--- src/rtl/reg_rename_table.sv ---
// Logical-to-physical register rename table with two combinational lookup ports,
// SWAP/ROTATE table edits and a small checkpoint stack of whole-table snapshots.
module reg_rename_table #(
    parameter  int NUM_REGS   = 4,
    parameter  int CKPT_DEPTH = 2,
    localparam int REG_W      = $clog2(NUM_REGS),
    localparam int CNT_W      = $clog2(CKPT_DEPTH + 1)
) (
    input  logic             clk,
    input  logic             reset,
    input  logic             op_valid,
    input  logic [2:0]       op_code,
    input  logic [REG_W-1:0] reg1,
    input  logic [REG_W-1:0] reg2,
    output logic [REG_W-1:0] reg1_mapped,
    output logic [REG_W-1:0] reg2_mapped,
    output logic [CNT_W-1:0] ckpt_count,
    output logic             ckpt_full,
    output logic             ckpt_empty,
    output logic             op_error,
    output logic             is_identity
);

    localparam logic [2:0] OP_NOP    = 3'd0;
    localparam logic [2:0] OP_SWAP   = 3'd1;
    localparam logic [2:0] OP_ROTATE = 3'd2;
    localparam logic [2:0] OP_PUSH   = 3'd3;
    localparam logic [2:0] OP_POP    = 3'd4;

    localparam int SP_W = (CKPT_DEPTH > 1) ? $clog2(CKPT_DEPTH) : 1;

    // Handshake: op_valid qualifies op_code/reg1/reg2 for exactly one cycle. There is
    // no ready; every valid op is consumed at the next edge, and a rejected one leaves
    // all state untouched and raises op_error for the following cycle.

    logic [REG_W-1:0] tbl       [NUM_REGS];
    logic [REG_W-1:0] tbl_nxt   [NUM_REGS];
    logic [REG_W-1:0] stack     [CKPT_DEPTH][NUM_REGS];
    logic [CNT_W-1:0] count_nxt;
    logic             err_nxt;
    logic             ident_nxt;
    logic             push_en;
    logic [SP_W-1:0]  push_idx;
    logic [SP_W-1:0]  pop_idx;
    logic [NUM_REGS-1:0] seen;
    logic             perm_ok;

    assign reg1_mapped = tbl[reg1];
    assign reg2_mapped = tbl[reg2];
    assign ckpt_full   = (ckpt_count == CNT_W'(CKPT_DEPTH));
    assign ckpt_empty  = (ckpt_count == '0);
    assign push_idx    = SP_W'(ckpt_count);
    assign pop_idx     = SP_W'(ckpt_count - CNT_W'(1));

    always_comb begin
        tbl_nxt   = tbl;
        count_nxt = ckpt_count;
        err_nxt   = 1'b0;
        push_en   = 1'b0;
        if (op_valid) begin
            case (op_code)
                OP_NOP: ;
                OP_SWAP: begin
                    tbl_nxt[reg1] = tbl[reg2];
                    tbl_nxt[reg2] = tbl[reg1];
                end
                OP_ROTATE: begin
                    for (int i = 0; i < NUM_REGS; i++) begin
                        tbl_nxt[REG_W'(i)] = tbl[REG_W'(i + 1)];
                    end
                end
                OP_PUSH: begin
                    if (!ckpt_full) begin
                        push_en   = 1'b1;
                        count_nxt = ckpt_count + CNT_W'(1);
                    end else begin
                        err_nxt = 1'b1;
                    end
                end
                OP_POP: begin
                    if (!ckpt_empty) begin
                        tbl_nxt   = stack[pop_idx];
                        count_nxt = ckpt_count - CNT_W'(1);
                    end else begin
                        err_nxt = 1'b1;
                    end
                end
                default: err_nxt = 1'b1;
            endcase
        end
    end

    // Identity flag is derived from the next table so it lines up with the registered table.
    always_comb begin
        ident_nxt = 1'b1;
        for (int i = 0; i < NUM_REGS; i++) begin
            if (tbl_nxt[REG_W'(i)] != REG_W'(i)) begin
                ident_nxt = 1'b0;
            end
        end
    end

    always_ff @(posedge clk) begin
        if (!reset) begin
            for (int i = 0; i < NUM_REGS; i++) begin
                tbl[REG_W'(i)] <= REG_W'(i);
            end
            ckpt_count  <= '0;
            op_error    <= 1'b0;
            is_identity <= 1'b1;
        end else begin
            tbl         <= tbl_nxt;
            ckpt_count  <= count_nxt;
            op_error    <= err_nxt;
            is_identity <= ident_nxt;
        end
    end

    // Snapshot storage carries no reset; only entries below ckpt_count are meaningful.
    always_ff @(posedge clk) begin
        if (reset && push_en) begin
            stack[push_idx] <= tbl;
        end
    end

    always_comb begin
        seen = '0;
        for (int i = 0; i < NUM_REGS; i++) begin
            seen[tbl[REG_W'(i)]] = 1'b1;
        end
        perm_ok = &seen;
    end

    a_table_is_permutation: assert property (@(posedge clk) disable iff (!reset) perm_ok);
    a_count_in_range: assert property (@(posedge clk) disable iff (!reset)
                                       ckpt_count <= CNT_W'(CKPT_DEPTH));

endmodule

--- config.mk ---
export PLATFORM = sky130hd
export DESIGN_NAME = reg_rename_table
export DESIGN_NICKNAME = d
export VERILOG_FILES = /design/src/rtl/reg_rename_table.sv
export SDC_FILE = /design/constraint.sdc
export NUM_CORES = 1
export LEC_CHECK = 0
export BUFFER_PORTS_ARGS = -buffer_cell sky130_fd_sc_hd__buf_2
export CORE_ASPECT_RATIO = 0.75
export CORE_MARGIN = 3
export CORE_UTILIZATION = 35
export DETAILED_ROUTE_END_ITERATION = 16
export SETUP_SLACK_MARGIN = 0.4
export SLEW_MARGIN = 20
export SYNTH_ARGS = -nofsm -noshare
export SYNTH_HDL_FRONTEND = slang
export SYNTH_SLANG_ARGS = --single-unit
--- constraint.sdc ---
create_clock -name clk -period 5.9 [get_ports clk]
set_input_delay 0.885 -clock clk [delete_from_list [all_inputs] [get_ports clk]]
set_output_delay 0.885 -clock clk [all_outputs]
set_load 0.02 [all_outputs]
==> impl_metrics.env <==
export IMPL_synth_area_leaders="edfxtp_1 37%, dfxtp_1 9.8%, mux2_2 4.8%, mux2i_1 4.3%, o21ai_0 4.0%"
export IMPL_internal_power_uw=287.1
export IMPL_antenna_cells=0
export IMPL_syn_nets=163
export IMPL_switching_power_uw=104.2
export IMPL_max_clock_path_buffers=2
export IMPL_root_buffer="clkbuf_8"
export IMPL_synth_top_family_by_area="compound AO/OA/AOI/OAI gates"
export IMPL_swShare_pct=26.63
export IMPL_yosys_warnings=0
export IMPL_crit_top_cell="buf_2"
export IMPL_startpoint_type="primary input"
export IMPL_cp_max_fo=12
export IMPL_fin_crit_sh_pct=46.43
export IMPL_fill_cells=436
export IMPL_p_total_uw=391.2
export IMPL_yosysSeqAreaShare_pct=46.66
export IMPL_vias=1245
export IMPL_synth_adder_area_share_pct=1.535
export IMPL_critical_path_max_stage_delay_ns=0.58
export IMPL_rows=20
export IMPL_grt_met1_usage_pct=20.79
export IMPL_yosys_area_top_type_share_pct=36.84
export IMPL_syn_avg_cell_area_um2=10.80
export IMPL_pwr_share_seq_pct=56.3
export IMPL_drive_above_1_share_pct=23.64
export IMPL_met2_usage_pct=20.12
export IMPL_numClockSinks=28
export IMPL_fmax_mhz=365.1
export IMPL_area_delta_synth_final_pct=10.67
export IMPL_fin_setup_tns_ns=0
export IMPL_synthMuxAreaShare_pct=11.90
export IMPL_initial_core_util_pct=38.32
export IMPL_ys_types=46
export IMPL_outcome="completed"
export IMPL_crit_path_end_kind="output pin"
export IMPL_yosys_area_top_type="edfxtp_1"
export IMPL_drv_slew=0
export IMPL_numPortBuffers=19
export IMPL_wirelength_um=3557
export IMPL_synth_compound_area_share_pct=18.73
export IMPL_dpl_instance_area_um2=1759
export IMPL_drtPass1Iterations=5
export IMPL_die_x_um=84.81
export IMPL_yosys_area_share_xor_xnor_pct=1.612
export IMPL_postCtsSetupBuffers=0
export IMPL_met3_usage_pct=1.880
export IMPL_worstMarginPinSlew_ns=0.7193
export IMPL_numCtsBuffers=3
export IMPL_syn_inst=151
export IMPL_layout_nets=178
export IMPL_comb_power_share_pct=16.8
export IMPL_ys_async_sr_fraction_pct=0
export IMPL_path_clk_slew_ns=0.10
export IMPL_ant_nets=0
export IMPL_tritoncts="yes"
export IMPL_rsz0062_at_grt="false"
export IMPL_antenna_found_initial=0
export IMPL_grt_pass1_wl_um=5968
export IMPL_dp_hpwl_um=2667
export IMPL_place_congestion=0.8312
export IMPL_setup_violations_final=0
export IMPL_clk_insertion_delay_late_ns=0.27
export IMPL_maxCapViolations=0
export IMPL_cts_resized_gates=0
export IMPL_die_y_um=65.11
export IMPL_pwr_share_clk_pct=26.9
export IMPL_yosys_register_bits=28
export IMPL_coreArea_um2=4254
export IMPL_synth_area_um2=1630
export IMPL_relSlewSlack_pct=51.87
export IMPL_hold_buffers=0
export IMPL_ios=20
export IMPL_vias_per_cell=5.659
export IMPL_grt_most_used_layer="met1"
export IMPL_grt_start_max_net_pins=18
export IMPL_crit_chain="buf_2 > mux4_2 > buf_2"
export IMPL_grt_total_usage_pct=13.39
export IMPL_dieArea_um2=5522
export IMPL_synth_edf_count=20
export IMPL_hold_violations=0
export IMPL_design_area_um2=1804
export IMPL_synth_simple_gate_area_share_pct=15.35
export IMPL_cellLeakagePower_nw=0.6371
export IMPL_crit_arrival_ns=1.85
export IMPL_ir_drop_mv=0.09989
export IMPL_slowest_stage="mux4_2"
export IMPL_routedWlPerCell_um=16.17
export IMPL_worst_ep_required_time_ns=5.02
export IMPL_htreeDepth=1
export IMPL_power_density_nw_per_um2=216.8
export IMPL_grt_pass1_vias=1146
export IMPL_drc=0
export IMPL_hold_path_class="flip-flop to flip-flop"
export IMPL_grt_ovfl_total=0
export IMPL_ys_flop_type="edfxtp_1"
export IMPL_final_min_clock_period_ns=2.739
export IMPL_initialDrtViolationCount=118
export IMPL_criticalPathCategory="primary input to output pin"
export IMPL_clock_skew_ns=0.005817
## final timing paths
kind	startpoint	slack [ns]	cells past startpoint	end
hold reg to reg	ckpt_count[1]	0.53	2	ckpt_count[1]
hold / removal	ckpt_count[1]	0.53	2	ckpt_count[1]
setup reg to reg	ckpt_count[0]	3.31	7	is_identity
setup / recovery	reg1[1]	3.16	3	reg1_mapped[0]
## per-stage QoR
stage	hold slack (ns)	utilization [%]	setup slack, ns	std cells
4_1_cts	0.5325	42.41	3.165	220
5_1_grt	0.5830	42.41	3.111	220
6_report	0.5331	42.41	3.161	220
3_3_place_gp	0.4820	41.35	3.190	216
3_5_place_dp	0.5165	41.35	3.161	216
2_1_floorplan	0.4784	-	3.388	151
## kinds of logic after synthesis
logic type / count (synthesis)
AOI/OAI and AO/OA: 45
and+or+nand+nor: 40
DFF: 28
buffers and inverters: 17
muxes: 16
xor gates and xnor gates: 3
adders and majority gates: 2
## power by group through the flow
stage          clock network [mW]  registers (mW)  logic, mW
5_1_grt                     0.116           0.221     0.0725
3_3_place_gp                    0           0.224     0.0647
3_5_place_dp                    0           0.225     0.0657
6_report                    0.105           0.220     0.0658
2_1_floorplan                   0           0.225     0.0463
4_1_cts                     0.105           0.220     0.0658
## Yosys cell counts (2+ instances only)
cell      number
dfxtp_1        8
nor2_1         7
and3_1         2
buf_2          4
o22ai_1        4
or3b_2         3
mux4_2         2
ha_1           2
nor3b_1        3
edfxtp_1      20
a21oi_1        7
nand2_1        7
nor2b_1        5
inv_1          7
nor3_1         3
clkbuf_1       5
o21ai_0       13
mux2i_1        7
a22oi_1        5
a32oi_1        2
nand3_1        2
xor2_1         2
o31a_1         2
mux2_2         7
## metal layers
metal  wire length [um]  share of wire, %
met3                127               3.6
met4                 24              0.67
met1               1839                52
met5                  0                 0
met2               1565                44
## critical path: cells and delay by family
kind | cells | cell delay (ns)
mux | 1 | 0.58
buf+inv | 2 | 0.38
## cells in the final DEF, fill, tap and decap left out, types with 2 or more instances in the layout
cell      count
edfxtp_1     20
buf_2        19
o21ai_0      13
dfxtp_1       8
nor2_1        7
mux2i_1       7
inv_1         7
mux2_2        7
nand2_1       7
a21oi_1       7
nor2b_1       5
a22oi_1       5
o22ai_1       4
nor3b_1       3
nor3_1        3
or3b_2        3
clkbuf_8      3
mux4_2        2
a32oi_1       2
nand3_1       2
xor2_1        2
and3_1        2
o31a_1        2
ha_1          2
## cell type report
class                      instances  area [um^2]  area share, %
clock buffer                       3        41.29          2.288
timing repair buffer              20        102.6          5.687
clock inverter                     1        3.754         0.2080
tap                               55        68.82          3.814
inverter                           7        26.28          1.456
sequential                        28        760.7          42.16
multi-input combinational        106        800.8          44.38
(Power assumes the default switching activity.)
